--- config.mk ---
export PLATFORM = sky130hd
export DESIGN_NAME = ultrasonic_echo_responder
export DESIGN_NICKNAME = d
export VERILOG_FILES = /design/src/rtl/ultrasonic_echo_responder.sv
export SDC_FILE = /design/constraint.sdc
export NUM_CORES = 1
export LEC_CHECK = 0
export BUFFER_PORTS_ARGS = -buffer_cell sky130_fd_sc_hd__buf_4
export CORE_ASPECT_RATIO = 0.6
export CORE_UTILIZATION = 40
export CTS_BUF_LIST = sky130_fd_sc_hd__clkbuf_8
export DETAILED_ROUTE_END_ITERATION = 7
export SLEW_MARGIN = 10
export SYNTH_ARGS = -nofsm -noshare
export SYNTH_HDL_FRONTEND = slang
export SYNTH_SLANG_ARGS = --single-unit
--- constraint.sdc ---
create_clock -name clk -period 4.72 [get_ports clk]
set_clock_uncertainty 0.05 [all_clocks]
set_input_delay 0.472 -clock clk [delete_from_list [all_inputs] [get_ports clk]]
set_output_delay 0.472 -clock clk [all_outputs]
set_load 0.01 [all_outputs]
--- src/rtl/ultrasonic_echo_responder.sv ---
// ---------------------------------------------------------------------------
// ultrasonic_echo_responder
//
// Purpose:
//   Emulates the responder side of an HC-SR04 style ultrasonic range sensor.
//   A trigger pulse of sufficient width on trig starts a fixed acoustic-burst
//   delay, after which echo is driven high for a time proportional to the
//   programmed distance.  A dead time (holdoff) follows every echo during
//   which trigger activity is ignored.
//
// Ports:
//   clk        in   1  system clock
//   rst        in   1  synchronous active-high reset
//   trig       in   1  trigger from initiator (asynchronous, synchronised here)
//   dist_cm    in   9  emulated distance in cm, sampled on accepted trigger fall
//   no_object  in   1  1 = no echo target, sampled together with dist_cm
//   echo       out  1  echo pulse back to the initiator
//   busy       out  1  high from accepted trigger fall through end of holdoff
//   short_trig out  1  one-cycle pulse when a trigger was too short
// ---------------------------------------------------------------------------
module ultrasonic_echo_responder #(
  parameter int unsigned CYCLES_PER_CM   = 5800,
  parameter int unsigned MIN_TRIG_CYCLES = 1000,
  parameter int unsigned BURST_CYCLES    = 20000,
  parameter int unsigned MAX_ECHO_CYCLES = 3800000,
  parameter int unsigned HOLDOFF_CYCLES  = 2000000
) (
  input  logic       clk,
  input  logic       rst,
  input  logic       trig,
  input  logic [8:0] dist_cm,
  input  logic       no_object,
  output logic       echo,
  output logic       busy,
  output logic       short_trig
);

  // Echo-width counter size; widened if another phase needs a larger count.
  localparam int unsigned CW_ECHO = $clog2(MAX_ECHO_CYCLES + 1);
  localparam int unsigned CW_BRST = $clog2(BURST_CYCLES + 1);
  localparam int unsigned CW_HOLD = $clog2(HOLDOFF_CYCLES + 1);
  localparam int unsigned CW_TRIG = $clog2(MIN_TRIG_CYCLES + 1);
  localparam int unsigned CW_A    = (CW_ECHO > CW_BRST) ? CW_ECHO : CW_BRST;
  localparam int unsigned CW_B    = (CW_HOLD > CW_TRIG) ? CW_HOLD : CW_TRIG;
  localparam int unsigned CW      = (CW_A > CW_B) ? CW_A : CW_B;

  // Product width holds 511 * CYCLES_PER_CM exactly; compare width also
  // covers the clamp limit so nothing is truncated before the compare.
  localparam int unsigned PW = 9 + $clog2(CYCLES_PER_CM + 1);
  localparam int unsigned XW = (PW > CW_ECHO) ? PW : CW_ECHO;

  localparam logic [CW-1:0] CNT_ZERO = {CW{1'b0}};
  localparam logic [CW-1:0] CNT_ONE  = CW'(1);
  localparam logic [CW-1:0] CNT_SAT  = {CW{1'b1}};
  localparam logic [CW-1:0] MIN_C    = CW'(MIN_TRIG_CYCLES);
  localparam logic [CW-1:0] BURST_C  = CW'(BURST_CYCLES);
  localparam logic [CW-1:0] HOLD_C   = CW'(HOLDOFF_CYCLES);
  localparam logic [CW-1:0] MAX_C    = CW'(MAX_ECHO_CYCLES);
  localparam logic [XW-1:0] CPC_X    = XW'(CYCLES_PER_CM);
  localparam logic [XW-1:0] MAX_X    = XW'(MAX_ECHO_CYCLES);

  localparam logic [2:0] ST_IDLE    = 3'd0;
  localparam logic [2:0] ST_TRIG    = 3'd1;
  localparam logic [2:0] ST_BURST   = 3'd2;
  localparam logic [2:0] ST_ECHO    = 3'd3;
  localparam logic [2:0] ST_HOLDOFF = 3'd4;

  logic          sync1_q;
  logic          trig_s_q;
  logic          trig_prev_q;
  logic          trig_rise_s;

  logic [2:0]    state_q, state_d;
  logic [CW-1:0] cnt_q, cnt_d;
  logic [CW-1:0] width_q, width_d;
  logic          echo_q, echo_d;
  logic          busy_q, busy_d;
  logic          short_q, short_d;

  logic [XW-1:0] product_s;
  logic [CW-1:0] width_calc_s;

  // Two-flop synchroniser for the asynchronous trigger plus edge-history flop.
  always_ff @(posedge clk) begin
    if (rst) begin
      sync1_q     <= 1'b0;
      trig_s_q    <= 1'b0;
      trig_prev_q <= 1'b0;
    end else begin
      sync1_q     <= trig;
      trig_s_q    <= sync1_q;
      trig_prev_q <= trig_s_q;
    end
  end

  assign trig_rise_s = trig_s_q & ~trig_prev_q;

  // Echo width from the live distance inputs; only captured on accepted fall.
  always_comb begin
    product_s = XW'(dist_cm) * CPC_X;
    if (no_object || (dist_cm == 9'd0) || (product_s > MAX_X)) begin
      width_calc_s = MAX_C;
    end else begin
      width_calc_s = CW'(product_s);
    end
  end

  // Next-state logic for the trigger/burst/echo/holdoff sequence.
  always_comb begin
    state_d = state_q;
    cnt_d   = cnt_q;
    width_d = width_q;
    echo_d  = echo_q;
    busy_d  = busy_q;
    short_d = 1'b0;

    case (state_q)
      ST_IDLE: begin
        echo_d = 1'b0;
        busy_d = 1'b0;
        if (trig_rise_s) begin
          state_d = ST_TRIG;
          cnt_d   = CNT_ONE;
        end else begin
          cnt_d = CNT_ZERO;
        end
      end

      ST_TRIG: begin
        if (trig_s_q) begin
          // Saturate so an arbitrarily long trigger never wraps to "short".
          if (cnt_q != CNT_SAT) begin
            cnt_d = cnt_q + CNT_ONE;
          end else begin
            cnt_d = cnt_q;
          end
        end else if (cnt_q >= MIN_C) begin
          width_d = width_calc_s;
          busy_d  = 1'b1;
          state_d = ST_BURST;
          cnt_d   = CNT_ONE;
        end else begin
          short_d = 1'b1;
          state_d = ST_IDLE;
          cnt_d   = CNT_ZERO;
        end
      end

      ST_BURST: begin
        // cnt_q equals the number of edges since the accepted fall.
        if (cnt_q == BURST_C) begin
          state_d = ST_ECHO;
          echo_d  = 1'b1;
          cnt_d   = CNT_ONE;
        end else begin
          cnt_d = cnt_q + CNT_ONE;
        end
      end

      ST_ECHO: begin
        if (cnt_q == width_q) begin
          state_d = ST_HOLDOFF;
          echo_d  = 1'b0;
          cnt_d   = CNT_ONE;
        end else begin
          cnt_d = cnt_q + CNT_ONE;
        end
      end

      ST_HOLDOFF: begin
        // Trigger activity is ignored here; the edge history keeps tracking,
        // so a trigger still high at the end needs a fresh rise in IDLE.
        if (cnt_q == HOLD_C) begin
          state_d = ST_IDLE;
          busy_d  = 1'b0;
          cnt_d   = CNT_ZERO;
        end else begin
          cnt_d = cnt_q + CNT_ONE;
        end
      end

      default: begin
        state_d = ST_IDLE;
        echo_d  = 1'b0;
        busy_d  = 1'b0;
        cnt_d   = CNT_ZERO;
      end
    endcase
  end

  // State, counters and registered outputs.
  always_ff @(posedge clk) begin
    if (rst) begin
      state_q <= ST_IDLE;
      cnt_q   <= CNT_ZERO;
      width_q <= CNT_ZERO;
      echo_q  <= 1'b0;
      busy_q  <= 1'b0;
      short_q <= 1'b0;
    end else begin
      state_q <= state_d;
      cnt_q   <= cnt_d;
      width_q <= width_d;
      echo_q  <= echo_d;
      busy_q  <= busy_d;
      short_q <= short_d;
    end
  end

  assign echo       = echo_q;
  assign busy       = busy_q;
  assign short_trig = short_q;

endmodule

==> results of run 1 <==
sequential cells by signal, summed over array words and instances (netlist names):
name,flops
trig_prev_q,1
cnt_q,22
width_q,19
short_trig,1
state_q,3
busy,1
sync1_q,1
echo,1
trig_s_q,1
synthesized netlist by cell type (all sizes together) (5+ instances only):
library cell | n | area, um2
a211oi | 9 | 67.6
a21o | 5 | 37.5
a21oi | 20 | 100
a22o | 5 | 43.8
a311oi | 6 | 76.3
and2 | 5 | 31.3
and3 | 7 | 43.8
buf | 12 | 90.1
clkbuf | 10 | 38.8
dfxtp | 50 | 1000
fa | 23 | 460
ha | 51 | 638
inv | 73 | 274
nand2 | 25 | 93.8
nand3 | 14 | 70.1
nand4 | 10 | 62.6
nor2 | 55 | 231
nor2b | 6 | 37.5
nor3 | 13 | 70.1
nor4 | 7 | 58.8
o21ai | 7 | 38.8
xnor2 | 16 | 140
xor2 | 27 | 236
cell type report:
type / count / share of cell area, %
multi-input combinational: 369 / 61.3
sequential: 50 / 19.7
timing repair buffer: 52 / 7.95
inverter: 73 / 5.41
tap: 139 / 3.43
clock buffer: 5 / 1.36
clock inverter: 3 / 0.790
power by group:
part           internal (W)  switching, W  total (W)  leakage (nW)
Sequential         0.000423    0.00000203   0.000425         0.403
Clock              0.000156      0.000152   0.000308        0.0579
Combinational      0.000564      0.000602    0.00117          1.82
cell families after synthesis:
family          after synthesis  synth area share [%]
fa+ha+maj                    74                  24.6
compound gates               74                  12.9
flops                        50                  22.4
mux                           5                  1.15
buf+inv                      95                  9.02
xor+xnor                     43                  8.44
simple gates                173                  21.5
path summary, 6_finish.rpt:
check                   from           to  cells after the start
setup / recovery  dist_cm[2]  width_q[14]                     19
hold / removal          trig      sync1_q                      2
setup reg to reg    cnt_q[7]  width_q[18]                      6
hold reg to reg      sync1_q     trig_s_q                      1
per-stage QoR:
step	area, um2	setup slack (ns)	instances	hold slack, ns
6_report	5070	0.235	691	0.302
5_1_grt	5070	0.0190	691	0.289
4_1_cts	5020	0.175	691	0.295
3_5_place_dp	4910	-0.142	683	0.380
3_3_place_gp	4910	-0.123	683	0.381
2_1_floorplan	4460	0.102	514	0.364
cells in the final DEF, fill, tap and decap left out, types with 4 or more instances in the layout:
cell      instances
clkbuf_8          5
buf_4            51
a21o_1            5
and4_1            4
nor2_1           45
nor4_1            6
ha_1             49
xnor2_1          16
nand2_1          25
a22o_1            5
and3_1            7
xor2_1           27
inv_1            73
dfxtp_1          50
nand3b_1          4
a211oi_1          9
a21oi_1          18
mux2i_1           4
nor2_2           10
and2_1            5
nor3_1           12
fa_1             23
nor2b_1           6
nand4_1          10
nand3_1          14
worst max-delay path, stage by stage:
cell and delay (ns):
buf_4 0.13, ha_1 0.28, inv_1 0.05, fa_1 0.50, inv_1 0.05, fa_1 0.47, inv_1 0.05, fa_1 0.53
inv_1 0.04, ha_1 0.36, and3_1 0.22, a221oi_2 0.22, buf_4 0.17, xor2_1 0.25, a21oi_1 0.10, and4_1 0.23
o2111ai_2 0.23, buf_12 0.17, a311oi_2 0.09
layer usage:
metal  vias to the layer above  track usage, %
li1                       1819               -
met2                        64            24.0
met4                         0            3.37
met1                      1709            30.4
met3                         8            3.10
met5                         -               0
==> results by group, run 1 <==
Route
  • M1 WL: around 6 mm
  • Routed Wire Length: around 10 mm
  • Pre-Repair DR Iteration Count: 6
  • Routed wl met2: around 3.6 mm
  • WL met3: roughly 450 um
  • Initial DRC Count: 200
  • Vias/cell: between 5 and 6
  • Highest metal used: met4
  • Drt wl/cell: around 14 um
  • Via count: 3600
  • Residual DRC: 2
  • Routed Antenna Nets: 0

Clock network
  • Skew-Pair Late Insertion Delay: 0.32 ns
  • Post-CTS Resized: 0
  • CTS tree: done
  • Postcts setup bufs: 0
  • CTS sink cnt: 50
  • CTS Hold Bufs: 0
  • Num CTS Buffers: 5
  • Maximum buffer depth of the clock tree: 2
  • H-tree levels: 2
  • Root Buffer: clkbuf_8
  • Worst-path clk slew: approximately 0.10 ns

Logic synthesis
  • Ys Warns: 0
  • Async SR Flop Fraction: 0%
  • Syn Std Cell Area: ~4500 um2
  • Seq cells post-synth: 50
  • Synth unique cells: between 60 and 70
  • Post-Syn Area per Cell: about 8.7 um2
  • Sequential share of the synthesized area: 22.4%
  • Synth Instances: about 500
  • Syn_nets: about 600
  • EDFF count, synth: 0
  • Main flop type after synthesis: dfxtp_1

Global route
  • Vias in the first global route: around 3400
  • Global-route wire length before repair: between 15 and 20 mm
  • Remaining Overflow, GRT: 0
  • Largest net degree at the start of global routing: 34
  • Initial antenna violation count: 0
  • GRT Resource Usage Total: a little under a fifth

Worst setup path
  • CP Capture Type: flop
  • CP Data Arrival Time: ~4.6 ns
  • CP startpoint kind: primary input
  • Crit path kind: primary input to flop
  • Largest fanout on the critical path: 14
  • R2R setup slack: about 1.7 ns
  • Crit path required time: about 4.9 ns

Final layout
  • FILL cells: approximately 1000
  • Area Growth Syn to Fin: 13.5%
  • Register area: 1000 um2
  • Fin nets: 638
  • Multi-input logic area: 3110 um2
  • Share of layout cells above drive strength 1: ~17%
  • Ant diodes: 0
  • Layout Utilization: 47.4%

Run
  • Max-Cap Viols: 0

Placement
  • RD Place Congestion: 0.843
  • PortBufs: 15
  • Dpl hpwl: roughly 8.1 mm

Floorplan
  • IO Pins: 16
  • Die width: 138 um
  • Row Count: 29
  • Die height: around 84 um
  • Die area: around 12000 um2
  • Area of the core: 10700 um2
  • Initial Utilization: 41.7%

STA
  • Relative slew slack: 47.9%
  • Max Freq: about 0.22 GHz
  • Slew Viols, Final: 0
  • RSZ-0062 raised after global routing: false
  • Post-Route Setup TNS: 0 ns
  • Final Hold Viols: 0
  • Setup-failing EPs final: 0
  • Worst slew pin tran: 0.782 ns
  • Fin crit period: roughly 4.5 ns
  • Tcrit/Tclk final: a little over nine tenths

Outcome
  • Status: complete, but fails checks
  • Failing checks: DRC

Power
  • PwrDens: roughly 370 nW/um2
  • Tot Pwr: between 0.0015 and 0.002 W
  • Lkg Pwr: roughly 2.3 nW
  • Max rail drop VDD: between 0.15 and 0.2 mV

Min path
  • Hold Path Class: primary input to flop
Note: power is estimated with default switching activity, not from simulation.
==> run 2, diff against run 1 <==
--- a/config.mk
+++ b/config.mk
@@ -10,6 +10,7 @@
 export CORE_UTILIZATION = 40
 export CTS_BUF_LIST = sky130_fd_sc_hd__clkbuf_8
 export DETAILED_ROUTE_END_ITERATION = 7
+export PLACE_DENSITY = 0.55
 export SLEW_MARGIN = 10
 export SYNTH_ARGS = -nofsm -noshare
 export SYNTH_HDL_FRONTEND = slang
==> constraint.sdc (replaced) <==
create_clock -name clk -period 4.7 [get_ports clk]
set_clock_uncertainty 0.05 [all_clocks]
set_input_delay 0.47 -clock clk [delete_from_list [all_inputs] [get_ports clk]]
set_output_delay 0.47 -clock clk [all_outputs]
set_load 0.01 [all_outputs]
==> results by group, run 2 (synthesized netlist as in run 1, its figures left out) <==
Power
  • Lkg Pwr: 2.29 nW (+0.37%)
  • Switching power: 0.000787 W (+4.1%)
  • Sw Share: 41.0% (+1.2 points)
  • Clock Power Share: 12.9% (-3.3 points)
  • Max rail drop VDD: 0.161 mV (-11%)
  • Internal power: 0.00113 W (-1.1%)
  • Flop pwr share: 22.3% (about the same)
  • Combinational power share: 64.8% (+3.4 points)
  • PwrDens: 375 nW/um2 (about the same)

Clock network
  • Skew-Pair Late Insertion Delay: 0.32 ns (about the same)
  • Root Buffer: clkbuf_8
  • Maximum buffer depth of the clock tree: 2 (unchanged)
  • H-tree levels: 2 (unchanged)
  • CTS sink cnt: 50 (unchanged)
  • Num CTS Buffers: 5 (unchanged)
  • CTS tree: done
  • Worst-path clk slew: 0.09 ns (about the same)

Final layout
  • Fin nets: 641 (+0.47%)
  • Most frequent cells in the layout: 74 x inv_1, 53 x buf_4, 50 x dfxtp_1
  • Ant diodes: 0 (unchanged)
  • Most common cell after layout, fill and taps aside: inv_1
  • Layout Utilization: 47.8% (+0.49 points)
  • Share of layout cells above drive strength 1: 17.7% (+0.48 points)
  • Top reg by flops: cnt_q
  • Largest registers: cnt_q x22, width_q x19, state_q x3
  • Area Growth Syn to Fin: 14.7%
  • Max reg flops: 22 (unchanged)
  • FILL cells: 1048 (+3.0%)

Worst setup path
  • Crit path required time: 4.88 ns (+0.02 ns)
  • Worst-path cell chain: buf_4 -> ha_4 -> inv_1 -> fa_1 -> inv_1 -> fa_1 -> inv_1 -> fa_1 -> inv_1 -> ha_4 -> a21o_1 -> a221oi_2 -> buf_4 -> o21ai_1 -> xnor2_1 -> and4_1 -> o2111ai_4 -> buf_12 -> a311oi_1
  • CP Data Arrival Time: 4.68 ns (+0.06 ns)
  • CP Capture Type: flop
  • CP max stage delay: 0.53 ns (about the same)
  • CP max stage cell: fa_1
  • Crit path kind: primary input to flop
  • Most common cell on crit path: inv_1
  • CP startpoint kind: primary input
  • Largest fanout on the critical path: 7 (-7)

STA
  • Fin crit period: 4.50 ns
  • Setup-failing EPs final: 0 (unchanged)
  • Relative slew slack: 52.0% (+4.1 points)
  • Worst setup margin: 0.204 ns (-0.0309 ns)
  • Max Freq: around 0.22 GHz
  • Worst slew pin tran: 0.715 ns (-0.0675 ns)
  • Slew Viols, Final: 0 (unchanged)
  • Final Hold Viols: 0 (unchanged)
  • Tcrit/Tclk final: between 90 and 100%

Placement
  • Dpl hpwl: 8.66 mm (+6.4%)
  • RD Place Congestion: 0.854 (+1.2%)
  • Setup WS pre-CTS: -0.166 ns (-0.0239 ns)
  • PortBufs: 15 (unchanged)

Run
  • Max-Cap Viols: 0 (unchanged)

Global route
  • Remaining Overflow, GRT: 0 (unchanged)
  • Global-route wire length before repair: 17.9 mm (+4.7%)
  • Vias in the first global route: 3473 (+1.1%)
  • Initial antenna violation count: 0 (unchanged)
  • Largest net degree at the start of global routing: 34 (unchanged)
  • GRT Resource Usage Total: 19.4% (+1.0 points)

Route
  • Residual DRC: 2 (unchanged)
  • Initial DRC Count: 200 (unchanged)
  • Routed Wire Length: 10.8 mm (+7.7%)
  • Drt wl/cell: 15.5 um (+7.4%)
  • Via count: 3625 (+0.69%)
  • Pre-Repair DR Iteration Count: 6 (unchanged)
  • Vias/cell: 5.23 (+0.40%)
  • Routed Antenna Nets: 0 (unchanged)

Floorplan
  • Die width: 138 um (unchanged)
  • IO Pins: 16 (unchanged)
  • Die area: 11600 um2 (unchanged)
  • Die height: 83.8 um (unchanged)
  • Area of the core: 10700 um2 (unchanged)
  • Row Count: 29 (unchanged)
  • Initial Utilization: 41.7% (unchanged)

Outcome
  • Failing checks: DRC
  • Status: complete, but fails checks

Min path
  • Hold Path Class: primary input to flop
## run 2: cell types whose count changed in the layout (fill, tap and decap cells not counted), moves of 2 or more
cell	previous run	this run
buf_4	51	53
ha_4	1	3
a311oi_2	2	4
a311oi_1	3	1
clkinv_2	2	0
## run 2: final cells by class
class / count / area [um2] / area share [%]
Clock inverter: 2 / 11.3 / 0.220
Sequential cell: 50 / 1000 / 19.5
Multi-Input combinational cell: 369 / 3150 / 61.5
Inverter: 73 / 274 / 5.35
Timing Repair Buffer: 55 / 443 / 8.65
Clock buffer: 5 / 68.8 / 1.34
Tap cell: 139 / 174 / 3.40
## run 2: final timing paths
check / slack [ns] / cells after the start / endpoint / from
min: 0.32 / 2 / sync1_q / trig
max: 0.20 / 19 / width_q[12] / dist_cm[5]
min reg2reg: 0.40 / 1 / trig_s_q / sync1_q
max reg2reg: 1.84 / 7 / cnt_q[9] / cnt_q[15]
## run 2: what timing repair did
action / in CTS / in global routing
setup buffers: 0 / 0
hold buffers: 0 / 0
resized for setup: 0 / 12
setup endpoints to repair: 0 / 13
## run 2: critical path, delay by kind of cell
| family | cells | cell delay, ns |
|---|---|---|
| AO/OA/AOI/OAI | 5 | 0.97 |
| buffers and inverters | 7 | 0.70 |
| adder cells (fa/ha/maj) | 5 | 2.04 |
| XOR/XNOR | 1 | 0.20 |
| AND/OR/NAND/NOR | 1 | 0.28 |
## run 2: metal layers
layer	wire (um)	up-vias	track usage, %
met5	0	-	0
met4	53	0	3.17
met3	375	8	3.27
met2	3930	48	26.3
met1	6420	1740	31.5
li1	-	1829	-
## run 2: metrics by stage
| stage | hold slack, ns | instance area [um2] | TNS, ns | std cells | total power, W |
|---|---|---|---|---|---|
| 4_1_cts | 0.320 | 5010 | 0 | 692 | 0.00184 |
| 5_1_grt | 0.336 | 5120 | -0.0114 | 693 | 0.00209 |
| 3_3_place_gp | 0.378 | 4930 | -0.945 | 685 | 0.00157 |
| 6_report | 0.322 | 5120 | 0 | 693 | 0.00192 |
| 3_5_place_dp | 0.376 | 4930 | -1.92 | 685 | 0.00159 |
| 2_1_floorplan | 0.364 | 4460 | 0 | 514 | 0.00115 |
## run 2: power by group through the flow
stage	clock (W)	combinational (W)	sequential [W]
2_1_floorplan	0	0.000712	0.000436
3_3_place_gp	0	0.00113	0.000437
3_5_place_dp	0	0.00115	0.000437
4_1_cts	0.000254	0.00116	0.000427
5_1_grt	0.000267	0.00139	0.000427
6_report	0.000248	0.00124	0.000427
==> run 3, diff against run 2 <==
--- a/config.mk
+++ b/config.mk
@@ -10,7 +10,9 @@
 export CORE_UTILIZATION = 40
 export CTS_BUF_LIST = sky130_fd_sc_hd__clkbuf_8
 export DETAILED_ROUTE_END_ITERATION = 7
+export GPL_TIMING_DRIVEN = 0
 export PLACE_DENSITY = 0.55
+export REMOVE_ABC_BUFFERS = 1
 export SLEW_MARGIN = 10
 export SYNTH_ARGS = -nofsm -noshare
 export SYNTH_HDL_FRONTEND = slang
==> results by group, run 3 (synthesized netlist as in run 1, its figures left out) <==
Outcome
  • Status: completed

Worst setup path
  • Crit path required time: 4.83 ns (-0.05 ns)
  • Crit path launch: dist_cm[1]
  • Worst-path cell chain: buf_4 -> ha_1 -> inv_1 -> fa_1 -> inv_1 -> fa_1 -> inv_1 -> fa_1 -> inv_1 -> ha_4 -> and3_1 -> a221oi_4 -> buf_4 -> o311ai_1 -> xnor2_1 -> o21ai_2 -> o2111ai_4 -> buf_12 -> a311oi_2
  • CP startpoint kind: primary input
  • CP Data Arrival Time: 4.68 ns (about the same)
  • CP endpoint: width_q[12]
  • R2R setup slack: 1.56 ns (-0.28 ns)
  • CP max stage cell: fa_1
  • R2r worst-path depth: 7 (unchanged)
  • CP Capture Type: flop
  • Worst path bufs/invs: 7 (unchanged)
  • Critical R2R Capture: width_q[17]
  • Most common cell on crit path: inv_1
  • Crit-path leading delay family: adder cells
  • Worst path depth: 19 (unchanged)
  • RR Startpoint: cnt_q[7]
  • Largest fanout on the critical path: 7 (unchanged)
  • CP max stage delay: 0.53 ns (about the same)
  • Crit path kind: primary input to flop

Global route
  • Vias in the first global route: 3276 (-5.7%)
  • Global-route wire length before repair: 17.1 mm (-4.0%)
  • GRT Resource Usage Total: 18.7% (-0.76 points)
  • Largest net degree at the start of global routing: 34 (unchanged)
  • Routing usage on met2: 24.0% (-2.2 points)
  • Busiest grt layer: met1
  • Grt met3 use: 3.50% (+0.23 points)
  • Remaining Overflow, GRT: 0 (unchanged)
  • Met1 Use GR: 31.5% (about the same)
  • Initial antenna violation count: 0 (unchanged)

Power
  • Flop pwr share: 21.5% (-0.8 points)
  • Internal power: 0.00118 W (+4.1%)
  • Lkg Pwr: 2.18 nW (-5.1%)
  • Sw Share: 40.8% (-0.23 points)
  • Max rail drop VDD: 0.178 mV (+11%)
  • Switching power: 0.000811 W (+3.1%)
  • PwrDens: 396 nW/um2 (+5.8%)
  • Combinational power share: 59.3% (-5.5 points)
  • Clock Power Share: 19.2% (+6.3 points)

Final layout
  • Top reg by flops: cnt_q
  • Most frequent cells in the layout: 71 x inv_1, 50 x dfxtp_1, 46 x ha_1
  • Multi-input logic area: 3220 um2 (+2.1%)
  • Register area: 1000 um2 (unchanged)
  • Fin nets: 610 (-4.8%)
  • Largest registers: cnt_q x22, width_q x19, state_q x3
  • Share of layout cells above drive strength 1: 15.3% (-2.4 points)
  • Max reg flops: 22 (unchanged)
  • Area Growth Syn to Fin: 12.4%
  • Most common cell after layout, fill and taps aside: inv_1
  • FILL cells: 1043 (-0.48%)
  • Ant diodes: 0 (unchanged)

Route
  • Residual DRC: 0 (-2)
  • Via count: 3520 (-2.9%)
  • Initial DRC Count: 241 (+21%)
  • Vias/cell: 5.31 (+1.5%)
  • Routed Wire Length: 10.5 mm (-2.6%)
  • Routed Antenna Nets: 0 (unchanged)
  • Pre-Repair DR Iteration Count: 5 (-1)
  • Drt wl/cell: 15.8 um (+1.8%)

Clock network
  • CTS sink cnt: 50 (unchanged)
  • Num CTS Buffers: 5 (unchanged)
  • Skew-Pair Late Insertion Delay: 0.31 ns (about the same)
  • CTS tree: done
  • Worst-path clk slew: 0.10 ns (about the same)
  • CTS Hold Bufs: 0 (unchanged)
  • Root Buffer: clkbuf_8
  • H-tree levels: 2 (unchanged)
  • Maximum buffer depth of the clock tree: 2 (unchanged)

Floorplan
  • Die height: 83.8 um (unchanged)
  • IO Pins: 16 (unchanged)
  • Row Count: 29 (unchanged)
  • Die area: 11600 um2 (unchanged)
  • Area of the core: 10700 um2 (unchanged)
  • Die width: 138 um (unchanged)
  • Initial Utilization: 41.7% (unchanged)

STA
  • Relative slew slack: 41.9% (-10 points)
  • Final Hold Viols: 0 (unchanged)
  • Setup-failing EPs final: 0 (unchanged)
  • Slew Viols, Final: 0 (unchanged)
  • Worst slew pin tran: 0.871 ns (+0.157 ns)
  • Max Freq: 0.220 GHz (-1.2%)
  • Fin crit period: 4.55 ns (+0.0535 ns)
  • Worst Hold Slack: 0.317 ns (-0.00546 ns)
  • Worst setup margin: 0.151 ns (-0.0535 ns)
  • Tcrit/Tclk final: 96.8% (+1.1 points)

Placement
  • Setup WS pre-CTS: -0.780 ns (-0.614 ns)
  • PortBufs: 15 (unchanged)
  • RD Place Congestion: 0.801 (-6.1%)
  • Dpl hpwl: 8.10 mm (-6.4%)

Min path
  • Hold Path Class: primary input to flop
  • Hold Path Depth: 2 (unchanged)

Run
  • Max-Cap Viols: 0 (unchanged)
## run 3: how the worst min path moves through the flow
| stage | start | to | slack, ns |
|---|---|---|---|
| after floorplan | sync1_q | trig_s_q | 0.36 |
| after global placement | sync1_q | trig_s_q | 0.37 |
| after detailed placement | sync1_q | trig_s_q | 0.38 |
| after CTS | trig | sync1_q | 0.31 |
| after global routing | trig | sync1_q | 0.33 |
| final | trig | sync1_q | 0.32 |
## run 3: power by group through the flow
| stage | combinational, W | sequential (W) | clock (W) |
|---|---|---|---|
| after floorplan | 0.000700 | 0.000436 | 0 |
| after global placement | 0.000875 | 0.000437 | 0 |
| after detailed placement | 0.000892 | 0.000437 | 0 |
| after CTS | 0.000995 | 0.000427 | 0.000388 |
| after global routing | 0.00131 | 0.000427 | 0.000404 |
| final | 0.00118 | 0.000427 | 0.000381 |
## run 3: what timing repair did
action	in CTS	in global routing
gates resized for setup	11	17
setup endpoints to repair	15	15
cloned	0	1
buffers inserted	2	6
pin swaps	2	12
## run 3: per-layer routing
metal / wire length (um) / share of wire, %
met5: 0 / 0
met3: 442 / 4.2
met1: 6120 / 58
met2: 3910 / 37
met4: 17 / 0.16
## run 3: worst reg2reg max path, stage by stage (launching register included)
cell      delay, ns
dfxtp_1        0.51
and4_1         0.38
nand3b_1       0.25
a311oi_4       0.86
nand2_1        0.48
nor3_1         0.32
o31ai_1        0.11
a21oi_1        0.14
## run 3: area by class of cell
class / count / area share, %
Multi-Input combinational cell: 369 / 64.1
Sequential cell: 50 / 19.9
Inverter: 73 / 5.46
Timing Repair Buffer: 24 / 4.19
Tap cell: 139 / 3.47
Clock buffer: 6 / 1.65
Clock inverter: 2 / 1.20
## run 3: through the flow
step | power [W] | instance area [um2] | util, % | TNS [ns] | cells
after floorplan | 0.00114 | 4340 | - | 0 | 492
after global placement | 0.00131 | 4620 | 43.2 | -10.57 | 646
after detailed placement | 0.00133 | 4620 | 43.2 | -10.99 | 646
after CTS | 0.00181 | 4860 | 45.4 | 0 | 656
after global routing | 0.00215 | 5020 | 46.9 | -0.00998 | 663
final | 0.00199 | 5020 | 46.9 | 0 | 663
